### config.mk
export PLATFORM = sky130hd
export DESIGN_NAME = ifid_hazard_stage
export DESIGN_NICKNAME = d
export VERILOG_FILES = /design/src/rtl/ifid_hazard_stage.sv
export SDC_FILE = /design/constraint.sdc
export NUM_CORES = 1
export LEC_CHECK = 0
export CAP_MARGIN = 25
export CELL_PAD_IN_SITES_DETAIL_PLACEMENT = 1
export CELL_PAD_IN_SITES_GLOBAL_PLACEMENT = 1
export CORE_UTILIZATION = 35
export DETAILED_ROUTE_END_ITERATION = 8
export PLACE_DENSITY_LB_ADDON = 0.1
export SYNTH_ARGS = -nofsm -noshare
export SYNTH_HDL_FRONTEND = slang
export SYNTH_SLANG_ARGS = --single-unit
### constraint.sdc
create_clock -name clk -period 2.3 [get_ports clk]
set_input_delay 0.23 -clock clk [delete_from_list [all_inputs] [get_ports clk]]
set_output_delay 0.23 -clock clk [all_outputs]
set_load 0.1 [all_outputs]
### src/rtl/ifid_hazard_stage.sv
// IF stage: PC register, IF/ID pipeline register, load-use stall
// detection and EX-resolved redirect flush with perf counters.
module ifid_hazard_stage #(
   parameter logic [31:0] RESET_PC = 32'h0000_0000,
   parameter int          CNT_W    = 16
) (
   input  logic             clk,
   input  logic             rst,
   input  logic [31:0]      instr_in,
   input  logic             idex_memread,
   input  logic [4:0]       idex_rt,
   input  logic             redirect,
   input  logic [31:0]      redirect_target,
   output logic [31:0]      pc_out,
   output logic [31:0]      ifid_instr,
   output logic [31:0]      ifid_pc,
   output logic             ifid_valid,
   output logic             stall,
   output logic             ctrl_bubble,
   output logic [CNT_W-1:0] stall_cnt,
   output logic [CNT_W-1:0] flush_cnt
);

   typedef struct packed {
      logic [31:0] instr;
      logic [31:0] pc;
      logic        valid;
   } if_id_t;

   localparam logic [CNT_W-1:0] CNT_ONE = {{(CNT_W-1){1'b0}}, 1'b1};
   localparam logic [CNT_W-1:0] CNT_MAX = {CNT_W{1'b1}};

   if_id_t           ifid_q;
   logic [31:0]      pc_q;
   logic [31:0]      pc_plus4;
   logic [CNT_W-1:0] stall_q;
   logic [CNT_W-1:0] flush_q;
   logic             hit_rs;
   logic             hit_rt;
   logic             hazard;

   assign pc_plus4 = pc_q + 32'd4;

   // Load-use hazard: rs/rt of the decoding instr vs. load dest in EX.
   // rt is compared for every opcode; a redirect kills the stall.
   always_comb begin
      hit_rs = (idex_rt == ifid_q.instr[25:21]);
      hit_rt = (idex_rt == ifid_q.instr[20:16]);
      hazard = ifid_q.valid & idex_memread
             & (idex_rt != 5'd0) & (hit_rs | hit_rt);
      stall       = hazard & ~redirect;
      ctrl_bubble = stall | redirect;
   end

   // PC, IF/ID and counters: rst > redirect > stall > normal.
   always_ff @(posedge clk) begin
      if (rst) begin
         pc_q         <= RESET_PC;
         ifid_q.instr <= 32'd0;
         ifid_q.pc    <= 32'd0;
         ifid_q.valid <= 1'b0;
         stall_q      <= '0;
         flush_q      <= '0;
      end else begin
         unique case (1'b1)
            redirect: begin
               pc_q         <= redirect_target;
               ifid_q.instr <= 32'd0;
               ifid_q.pc    <= 32'd0;
               ifid_q.valid <= 1'b0;
               if (flush_q != CNT_MAX)
                  flush_q <= flush_q + CNT_ONE;
            end
            stall: begin
               if (stall_q != CNT_MAX)
                  stall_q <= stall_q + CNT_ONE;
            end
            default: begin
               pc_q         <= pc_plus4;
               ifid_q.instr <= instr_in;
               ifid_q.pc    <= pc_plus4;
               ifid_q.valid <= 1'b1;
            end
         endcase
      end
   end

   assign pc_out     = pc_q;
   assign ifid_instr = ifid_q.instr;
   assign ifid_pc    = ifid_q.pc;
   assign ifid_valid = ifid_q.valid;
   assign stall_cnt  = stall_q;
   assign flush_cnt  = flush_q;

endmodule

==> results of run 1 <==
-- stage by stage --
stage / hold WS, ps / total power [mW]
detailed placement: 462 / 3.79
finish: 304 / 6.57
global route: 315 / 6.79
CTS: 280 / 6.62
global placement: 450 / 3.79
floorplan: 377 / 3.35
-- critical path, stage by stage --
cell and delay (ps):
sky130_fd_sc_hd__clkdlybuf4s50_1 470, sky130_fd_sc_hd__or4_4 570, sky130_fd_sc_hd__o211a_4 340, sky130_fd_sc_hd__nand2_8 120, sky130_fd_sc_hd__nand2_2 70, sky130_fd_sc_hd__buf_12 200
-- cell usage in the layout (no fill, tap or decap), types with 6 or more instances in the layout --
cell and instances:
sky130_fd_sc_hd__clkdlybuf4s50_1 69, sky130_fd_sc_hd__o2111ai_1 6, sky130_fd_sc_hd__a211oi_1 19, sky130_fd_sc_hd__and3_1 30
sky130_fd_sc_hd__buf_4 190, sky130_fd_sc_hd__dfxtp_2 50, sky130_fd_sc_hd__and4_1 7, sky130_fd_sc_hd__nand4_1 19
sky130_fd_sc_hd__o211ai_1 10, sky130_fd_sc_hd__a21oi_1 63, sky130_fd_sc_hd__clkbuf_16 17, sky130_fd_sc_hd__nand2_1 33
sky130_fd_sc_hd__a32oi_1 15, sky130_fd_sc_hd__o31ai_1 17, sky130_fd_sc_hd__buf_12 7, sky130_fd_sc_hd__a211o_1 9
sky130_fd_sc_hd__nor3_1 32, sky130_fd_sc_hd__o21ai_0 48, sky130_fd_sc_hd__or4_1 12, sky130_fd_sc_hd__nor2_1 37
sky130_fd_sc_hd__inv_1 7, sky130_fd_sc_hd__xor2_1 22, sky130_fd_sc_hd__xnor2_1 26, sky130_fd_sc_hd__nor4_1 15
sky130_fd_sc_hd__dfxtp_1 77, sky130_fd_sc_hd__nand3_1 95, sky130_fd_sc_hd__or3_1 12
-- flip-flops by register name, summed over array words and instances, names as in the netlist --
name / cells
ifid_instr: 32
ifid_pc: 32
flush_cnt: 16
ifid_valid: 1
pc_out: 32
stall_cnt: 16
-- cell families (layout without fill, tap and decap cells) --
kind of cell	Yosys count	in the layout	share of synthesized area
adders and majority gates	3	3	0.00543
muxes	8	8	0.0125
and+or+nand+nor	323	323	0.267
DFF	129	129	0.374
xor gates and xnor gates	48	48	0.0608
buffers and inverters	89	311	0.0697
AOI/OAI and AO/OA	222	222	0.211
-- path summary, 6_finish.rpt --
path | startpoint | end | slack, ps
setup / recovery | idex_rt[3] | ctrl_bubble | 60
hold / removal | rst | pc_out[20] | 300
setup reg to reg | stall_cnt[0] | stall_cnt[9] | 200
hold reg to reg | ifid_instr[7] | ifid_instr[7] | 470
-- cell type report --
cell class / count / area, µm² / area share
tap: 265 / 332 / 0.0338
clock inverter: 10 / 130 / 0.0133
timing repair buffer: 269 / 2280 / 0.232
sequential: 129 / 2650 / 0.271
multi-input combinational: 604 / 3890 / 0.397
clock buffer: 22 / 474 / 0.0484
inverter: 10 / 37.5 / 0.00383
-- repair_timing --
| item | 4_1_cts | 5_1_grt |
|---|---|---|
| endpoints found under the setup margin | 2 | 2 |
| setup buffers | 0 | 2 |
| pin swaps | 0 | 1 |
| resized for setup | 2 | 0 |
-- Yosys cell counts, drive strengths merged, types with 2 or more instances --
master | instances | area share
a211oi | 21 | 0.024
a32oi | 15 | 0.019
o221ai | 2 | 0.0025
mux2i | 3 | 0.0043
or3 | 12 | 0.011
o31a | 2 | 0.0025
nor2b | 5 | 0.0045
and4 | 7 | 0.0089
a21oi | 63 | 0.046
xnor2 | 26 | 0.033
nand4 | 22 | 0.024
nand2 | 36 | 0.022
and3 | 32 | 0.029
nor4 | 17 | 0.017
a211o | 10 | 0.013
o22a | 2 | 0.0027
o21ai | 53 | 0.039
inv | 8 | 0.0043
ha | 3 | 0.0054
o22ai | 2 | 0.0018
dfxtp | 129 | 0.37
o211ai | 11 | 0.013
mux2 | 5 | 0.0081
nor2 | 41 | 0.025
o211a | 3 | 0.0043
clkinv | 2 | 0.0011
a31oi | 5 | 0.0045
a32o | 3 | 0.0043
o31ai | 17 | 0.018
buf | 35 | 0.032
or4 | 16 | 0.020
clkbuf | 44 | 0.033
a22oi | 2 | 0.0022
nor3 | 32 | 0.023
xor2 | 22 | 0.028
or2 | 2 | 0.0018
o2111ai | 6 | 0.0076
nand3 | 97 | 0.074
-- metal layers --
layer  wire (µm)  track usage
met1       11400        0.317
met2       12200        0.416
met3        1010       0.0501
met4         597        0.101
met5           0            0
-- power groups by stage --
| stage | clock network (mW) | registers (mW) | logic [mW] |
|---|---|---|---|
| CTS | 2.87 | 2.42 | 1.33 |
| finish | 2.83 | 2.42 | 1.33 |
| detailed placement | 0 | 2.47 | 1.33 |
| global placement | 0 | 2.47 | 1.32 |
| global route | 2.97 | 2.43 | 1.39 |
| floorplan | 0 | 3.00 | 0.346 |
==> flow_metrics.py, run 1 <==
metrics = {
    "run_status": {
        "outcome": "finished clean",
    },
    "setup_path": {
        "critical_path_arrival_ps": 2010,
        "cp-end-kind": "primary output",
        "crit_required_ps": 2070,
        "max_fo_critical_path": 12,
        "worstSetupPathType": "input pin to primary output",
        "critPathLaunchType": "input pin",
        "reg2regPathDepth": 8,
    },
    "placed_design": {
        "io_buf_count": 203,
        "pre_cts_ws_ps": -81.6,
        "dp_hpwl_um": 17600,
        "gp_congestion": 0.808,
        "dpl_cell_area_um2": 9170,
        "dp.cells": 1275,
    },
    "final_layout": {
        "utilization": 0.505,
        "fin_area_um2": 9800,
        "flow.area_growth_from_synthesis_pct": 41.8,
        "diodes_inserted": 0,
        "layout.cells.non_filler": 1309,
        "count_of_filler_cells_inserted_in_the_layout": 2350,
        "fin_nets": 1107,
        "drive_above_1_share": 0.301,
    },
    "synthesis": {
        "postSynthRegisterBits": 129,
        "syn_inst": 822,
        "syn_nets": 898,
        "ys_dominant_reg_cell": "sky130_fd_sc_hd__dfxtp_1",
        "ys_seq_area_frac": 0.374,
        "async_flop_share": 0,
        "synth-edff-count": 0,
        "synth-warning-count": 0,
        "post_synth_instance_area_um2": 6910,
        "avgSynthCellArea_um2": 8.41,
        "yosysUniqueCellTypes": 69,
    },
    "clock_network": {
        "max-clock-path-buffers": 2,
        "hold_buf_cts": 0,
        "number_of_cts_inserted_buffers": 17,
        "cts_tree": "done",
        "clk_root_buffer_cell": "sky130_fd_sc_hd__clkbuf_16",
        "clock_sinks": 129,
        "clock_latency_ps": 420,
        "cts-htree-levels": 4,
        "clkSlewWorstSetupHoldPaths_ps": 60,
    },
    "floorplan": {
        "core_region_area_um2": 19400,
        "start_util": 0.356,
        "core.rowCount": 51,
        "io_pins": 204,
        "design.die.area_um2": 20300,
        "die_height_um": 143,
        "floorplan.die.width_um": 143,
    },
    "power_and_ir_drop": {
        "pwr-share-clk": 0.430,
        "power_switching_share": 0.317,
        "static_leakage_nw": 3.76,
        "irDropWorstVdd_uv": 469,
        "internal-power_mw": 4.49,
        "sequentialPowerShare": 0.368,
        "proportion_of_power_drawn_by_combinational_gates": 0.202,
        "power_density_nw_per_um2": 671,
        "p_switching_mw": 2.08,
    },
    "hold_path": {
        "min-delay-path-class": "input pin to register",
        "min_delay_path_depth": 3,
    },
    "routing": {
        "drt_wl_total_um": 25300,
        "drt-wirelength-per-cell_um": 19.3,
        "initialDrtViolationCount": 285,
        "drt_drc_violations_left": 0,
        "dr_total_vias": 7273,
        "antenna_left": 0,
        "drtPass1Iterations": 4,
        "vias_per_cell": 5.56,
    },
    "timing": {
        "fin_tns_setup_ps": 0,
        "grt_setup_unrepaired": "no",
        "timing.max_slew.rel_slack": 0.598,
        "clock-skew-final_ps": 9.98,
        "max_transition_viols_final": 0,
        "finalHoldViolCount": 0,
        "period_share": 0.972,
        "timing.final.setup_violations": 0,
        "timing.final.crit_period_ps": 2240,
        "worst_pin_slew_ps": 602,
        "setup_slack_ps": 63.4,
        "timing.fmax_mhz": 447,
    },
    "job": {
        "drv.max_cap_violation_count": 0,
    },
    "grt": {
        "initial_antenna_violation_count": 0,
        "first_pass_grt_wire_length_um": 39500,
        "grt_overflow_total": 0,
        "grt_max_degree": 52,
        "first_global_vias": 7269,
        "global_route.usage.total": 0.251,
    },
}
No activity file was read; power rests on OpenSTA's default activity.
==> run 2, diff against run 1 <==
--- a/config.mk
+++ b/config.mk
@@ -9,7 +9,9 @@
 export CELL_PAD_IN_SITES_DETAIL_PLACEMENT = 1
 export CELL_PAD_IN_SITES_GLOBAL_PLACEMENT = 1
 export CORE_UTILIZATION = 35
+export CTS_BUF_LIST = sky130_fd_sc_hd__clkbuf_8 sky130_fd_sc_hd__clkbuf_16
 export DETAILED_ROUTE_END_ITERATION = 8
+export GPL_TIMING_DRIVEN = 0
 export PLACE_DENSITY_LB_ADDON = 0.1
 export SYNTH_ARGS = -nofsm -noshare
 export SYNTH_HDL_FRONTEND = slang
==> run 2 against run 1 <==
Effect of this change: critical path depth is 5 lower; sequential share of layout area is 0.49 points lower; register-to-register slack worse by 80 ps; sequential power hardly changed; cell area is 1.8% higher; combinational power is 3% higher; sequential cell count stayed put; first-iteration DRC count is 25% higher; largest cell class unchanged; highest routed layer unchanged.
==> flow_metrics.py, run 2 (synthesized netlist as in run 1, its figures left out) <==
metrics = {
    "run_status": {
        "outcome": "finished clean",
    },
    "hold_path": {
        "min-delay-path-class": "input pin to register",
    },
    "timing": {
        "period_share": 0.992,
        "max_transition_viols_final": 0,
        "timing.final.crit_period_ps": 2280,
        "timing.max_slew.rel_slack": 0.296,
        "timing.final.setup_violations": 0,
        "timing.fmax_mhz": 438,
        "grt_setup_unrepaired": "yes",
        "clock-skew-final_ps": 12.4,
        "hold-worst-slack_ps": 376,
        "finalHoldViolCount": 0,
        "worst_pin_slew_ps": 1050,
    },
    "power_and_ir_drop": {
        "power_density_nw_per_um2": 633,
        "pwr-share-clk": 0.401,
        "internal-power_mw": 4.20,
        "power_switching_share": 0.336,
        "proportion_of_power_drawn_by_combinational_gates": 0.216,
        "irDropWorstVdd_uv": 530,
        "p_switching_mw": 2.12,
        "sequentialPowerShare": 0.383,
        "static_leakage_nw": 3.53,
    },
    "setup_path": {
        "combined_buffer_and_inverter_count_along_the_critical_path": 1,
        "max_fo_critical_path": 5,
        "worstSetupPathType": "register to primary output",
        "crit_required_ps": 2070,
        "cp-end-kind": "primary output",
        "timing.critical_path.slowest_cell_delay_ps": 1180,
        "critPathLaunchType": "register",
        "cp_top_family": "buffers and inverters",
        "path_cells": "clkdlybuf4s50_1",
        "critical-path-slowest-cell": "sky130_fd_sc_hd__clkdlybuf4s50_1",
        "critical_path_arrival_ps": 2050,
    },
    "final_layout": {
        "utilization": 0.514,
        "fin_nets": 1120,
        "layout.cells.most_common": "sky130_fd_sc_hd__clkdlybuf4s50_1",
        "flow.area_growth_from_synthesis_pct": 44.4,
        "mostFrequentLayoutCells": "sky130_fd_sc_hd__clkdlybuf4s50_1 (189), sky130_fd_sc_hd__nand3_1 (94), sky130_fd_sc_hd__dfxtp_1 (77)",
        "drive_above_1_share": 0.152,
        "diodes_inserted": 0,
    },
    "placed_design": {
        "dp_hpwl_um": 20500,
        "gp_congestion": 0.901,
        "io_buf_count": 203,
    },
    "clock_network": {
        "hold_buf_cts": 0,
        "clkSlewWorstSetupHoldPaths_ps": 60,
        "clock_sinks": 129,
        "cts_tree": "done",
        "number_of_cts_inserted_buffers": 17,
        "clk_root_buffer_cell": "sky130_fd_sc_hd__clkbuf_16",
        "max-clock-path-buffers": 2,
        "clock_latency_ps": 430,
        "cts-htree-levels": 4,
    },
    "routing": {
        "drt_drc_violations_left": 0,
        "drtPass1Iterations": 5,
        "antenna_left": 0,
        "vias_per_cell": 5.68,
        "drt-wirelength-per-cell_um": 21.1,
        "dr_total_vias": 7509,
        "initialDrtViolationCount": 356,
        "drt_wl_total_um": 27900,
    },
    "grt": {
        "first_pass_grt_wire_length_um": 42400,
        "first_global_vias": 7629,
        "initial_antenna_violation_count": 0,
        "grt_max_degree": 20,
        "grt_overflow_total": 0,
        "global_route.usage.total": 0.275,
    },
    "floorplan": {
        "start_util": 0.356,
        "floorplan.die.width_um": 143,
        "io_pins": 204,
        "core.rowCount": 51,
        "die_height_um": 143,
        "core_region_area_um2": 19400,
        "design.die.area_um2": 20300,
    },
    "job": {
        "drv.max_cap_violation_count": 0,
    },
}
[run 2: through the flow]
stage | total power, mW | cell area [µm²] | setup TNS, ps | instances | worst slack (ps)
3_3_place_gp | 3.80 | 9350 | -35070 | 1290 | -1410
2_1_floorplan | 3.35 | 6990 | -21.9 | 822 | -21.9
4_1_cts | 6.34 | 9920 | 0 | 1321 | 1.94
3_5_place_dp | 3.81 | 9350 | -38160 | 1290 | -1410
5_1_grt | 6.51 | 9980 | -12.7 | 1321 | -12.1
6_report | 6.32 | 9980 | 0 | 1321 | 17.6
[run 2: final cells by class]
class | count | area [µm²]
fill | 2324 | 9420
multi-input combinational | 604 | 3910
sequential | 129 | 2650
timing repair buffer | 205 | 2060
buffer | 77 | 450
clock buffer | 18 | 439
tap | 265 | 332
clock inverter | 13 | 97.6
inverter | 10 | 37.5
[run 2: worst paths after layout]
kind	startpoint	endpoint	slack, ps	cells after the start
worst max-delay path	pc_out[27]	pc_out[27]	20	1
worst min-delay path	instr_in[25]	ifid_instr[25]	380	3
worst max register to register	ifid_instr[16]	pc_out[2]	120	7
worst min register to register	ifid_instr[14]	ifid_instr[14]	460	2
[run 2: timing repair]
item / CTS / global route
buffers inserted: 2 / 0
endpoints found under the setup margin: 24 / 38
pin swaps: 1 / 0
cloned: 0 / 0
resized for setup: 27 / 17
endpoints found under the hold margin: 0 / 0
[run 2: layer usage]
metal | vias to the layer above | track usage | wire length [µm]
met5 | - | 0 | 0
met4 | 0 | 0.116 | 780
met3 | 50 | 0.0552 | 1420
met2 | 216 | 0.473 | 13600
met1 | 3702 | 0.332 | 12100
li1 | 3541 | - | -
[run 2: power groups by stage]
stage	logic [mW]	clock network, mW	registers [mW]
after floorplan	0.346	0	3.00
after global placement	1.34	0	2.46
after detailed placement	1.35	0	2.46
after CTS	1.36	2.57	2.41
after global routing	1.42	2.66	2.43
final	1.37	2.53	2.42
==> run 3, diff against run 2 <==
--- a/config.mk
+++ b/config.mk
@@ -8,6 +8,7 @@
 export CAP_MARGIN = 25
 export CELL_PAD_IN_SITES_DETAIL_PLACEMENT = 1
 export CELL_PAD_IN_SITES_GLOBAL_PLACEMENT = 1
+export CORE_MARGIN = 4
 export CORE_UTILIZATION = 35
 export CTS_BUF_LIST = sky130_fd_sc_hd__clkbuf_8 sky130_fd_sc_hd__clkbuf_16
 export DETAILED_ROUTE_END_ITERATION = 8
==> run 3 against run 2 <==
Effect of this change: total power is 3.0% higher; final cell count unchanged; clock skew shrank 3.1 ps; setup slack gained 18 ps; critical endpoint is now pc_out[17]; critical path depth unchanged; sequential share of layout area decreased by 0.16 points; register-to-register slack about the same; via count is 0.33% higher; first-iteration DRC count grew 32%; worst hold slack lost 11 ps; non-clock buffer count is the same; critical path type unchanged.
==> flow_metrics.py, run 3 (synthesized netlist as in run 1, its figures left out) <==
metrics = {
    "run_status": {
        "outcome": "finished clean",
    },
    "setup_path": {
        "timing.rr.end": "pc_out[15]",
        "critical-path-slowest-cell": "sky130_fd_sc_hd__clkdlybuf4s50_1",
        "cp-end-kind": "primary output",
        "critical_path_arrival_ps": 2030,
        "timing.critical_path.slowest_cell_delay_ps": 1170,
        "timing.rr.start": "ifid_instr[16]",
        "reg2regPathDepth": 7,
        "combined_buffer_and_inverter_count_along_the_critical_path": 1,
        "max_fo_critical_path": 7,
        "path_cells": "clkdlybuf4s50_1",
        "cp_top_family": "buffers and inverters",
        "critPathLaunchType": "register",
        "worstSetupPathType": "register to primary output",
        "regToRegSetupSlack_ps": 110,
        "crit_required_ps": 2070,
    },
    "power_and_ir_drop": {
        "irDropWorstVdd_uv": 529,
        "power_switching_share": 0.328,
        "static_leakage_nw": 3.61,
        "sequentialPowerShare": 0.371,
        "p_switching_mw": 2.13,
        "power_density_nw_per_um2": 648,
        "internal-power_mw": 4.38,
        "proportion_of_power_drawn_by_combinational_gates": 0.211,
        "pwr-share-clk": 0.418,
    },
    "floorplan": {
        "core_region_area_um2": 19500,
        "design.die.area_um2": 22100,
        "start_util": 0.355,
        "io_pins": 204,
        "die_height_um": 149,
        "floorplan.die.width_um": 149,
        "core.rowCount": 51,
    },
    "grt": {
        "grt_overflow_total": 0,
        "initial_antenna_violation_count": 0,
        "global_route.usage.total": 0.255,
        "first_global_vias": 7723,
        "grt_max_degree": 20,
        "first_pass_grt_wire_length_um": 44500,
    },
    "placed_design": {
        "io_buf_count": 203,
        "gp_congestion": 0.915,
        "dp.cells": 1290,
        "dp_hpwl_um": 21100,
        "pre_cts_ws_ps": -1480,
    },
    "routing": {
        "drt_drc_violations_left": 0,
        "drtPass1Iterations": 5,
        "vias_per_cell": 5.70,
        "antenna_left": 0,
        "initialDrtViolationCount": 470,
        "drt-wirelength-per-cell_um": 21.7,
        "drt_wl_total_um": 28700,
        "dr_total_vias": 7534,
    },
    "final_layout": {
        "diodes_inserted": 0,
        "regArea_um2": 2650,
        "count_of_filler_cells_inserted_in_the_layout": 2284,
        "layout.cells.non_filler": 1321,
        "multi_input_comb_area_um2": 3890,
        "fin_nets": 1120,
        "flow.area_growth_from_synthesis_pct": 45.2,
        "mostFrequentLayoutCells": "sky130_fd_sc_hd__clkdlybuf4s50_1 (185), sky130_fd_sc_hd__nand3_1 (94), sky130_fd_sc_hd__dfxtp_1 (77)",
        "drive_above_1_share": 0.153,
        "layout.cells.most_common": "sky130_fd_sc_hd__clkdlybuf4s50_1",
    },
    "clock_network": {
        "number_of_cts_inserted_buffers": 17,
        "cts_tree": "done",
        "clkSlewWorstSetupHoldPaths_ps": 60,
        "cts-htree-levels": 4,
        "hold_buf_cts": 0,
        "max-clock-path-buffers": 2,
        "clock_sinks": 129,
        "clk_root_buffer_cell": "sky130_fd_sc_hd__clkbuf_16",
        "clock_latency_ps": 430,
    },
    "timing": {
        "finalHoldViolCount": 0,
        "grt_setup_unrepaired": "no",
        "worst_pin_slew_ps": 1050,
        "setup_slack_ps": 36.1,
        "period_share": 0.984,
        "max_transition_viols_final": 0,
        "fin_tns_setup_ps": 0,
        "clock-skew-final_ps": 9.38,
        "timing.max_slew.rel_slack": 0.301,
        "timing.fmax_mhz": 442,
        "timing.final.setup_violations": 0,
        "timing.final.crit_period_ps": 2260,
    },
    "hold_path": {
        "hold_start": "instr_in[19]",
        "min-delay-path-class": "input pin to register",
        "end_point_of_the_most_critical_hold_path": "ifid_instr[19]",
        "min_delay_path_depth": 3,
    },
    "job": {
        "drv.max_cap_violation_count": 0,
    },
}
## run 3: cell count changes in the layout (fill, tap and decap cells not counted), moves of 3 or more
cell,delta
sky130_fd_sc_hd__dlymetal6s2s_1,+5
sky130_fd_sc_hd__clkdlybuf4s50_1,-4
sky130_fd_sc_hd__buf_6,-3
sky130_fd_sc_hd__buf_8,+3
sky130_fd_sc_hd__clkbuf_2,+3
sky130_fd_sc_hd__clkinv_2,-3
## run 3: worst max-delay path by stage
| stage | from | end | slack, ps | cells past startpoint |
|---|---|---|---|---|
| 4_1_cts | idex_rt[0] | ctrl_bubble | -8 | 7 |
| 3_5_place_dp | idex_rt[1] | ctrl_bubble | -1480 | 9 |
| 3_3_place_gp | idex_rt[1] | ctrl_bubble | -1450 | 9 |
| 6_report | pc_out[17] | pc_out[17] | 40 | 1 |
| 5_1_grt | ifid_instr[16] | pc_out[3] | 1 | 6 |
| 2_1_floorplan | ifid_instr[25] | stall | -20 | 7 |
## run 3: repair_timing
item / in CTS / in global routing
setup endpoints to repair: 39 / 68
pin swaps: 1 / 1
cloned: 0 / 0
resized for setup: 29 / 26
buffers inserted: 2 / 0
## run 3: cell type report
type,count,area share
multi-input cells,604,0.388
repair buffers,205,0.207
well taps,265,0.0330
clock inverters,12,0.0116
flip-flops and latches,129,0.264
clock buffers,19,0.0463
plain buffers,77,0.0456
inverters,10,0.00374
## run 3: per-stage QoR
| step | cell area [µm²] | hold slack, ps | utilization | total power, mW |
|---|---|---|---|---|
| after floorplan | 6990 | 377 | - | 3.35 |
| after global placement | 9350 | 450 | 0.481 | 3.82 |
| after detailed placement | 9350 | 458 | 0.481 | 3.82 |
| after CTS | 9970 | 358 | 0.512 | 6.55 |
| after global routing | 10000 | 378 | 0.516 | 6.72 |
| final | 10000 | 365 | 0.516 | 6.51 |
## run 3: per-layer routing
layer | global-route usage | up-vias | routed length, µm
met1 | 0.336 | 3678 | 12600
li1 | - | 3545 | -
met5 | 0 | - | 0
met3 | 0.0542 | 42 | 1870
met2 | 0.426 | 269 | 13700
met4 | 0.0702 | 0 | 612
## run 3: power groups by stage
stage | clock network [mW] | logic, mW | registers (mW)
2_1_floorplan | 0 | 0.346 | 3.00
3_3_place_gp | 0 | 1.36 | 2.46
3_5_place_dp | 0 | 1.36 | 2.46
4_1_cts | 2.77 | 1.37 | 2.41
5_1_grt | 2.86 | 1.43 | 2.42
6_report | 2.72 | 1.38 | 2.41
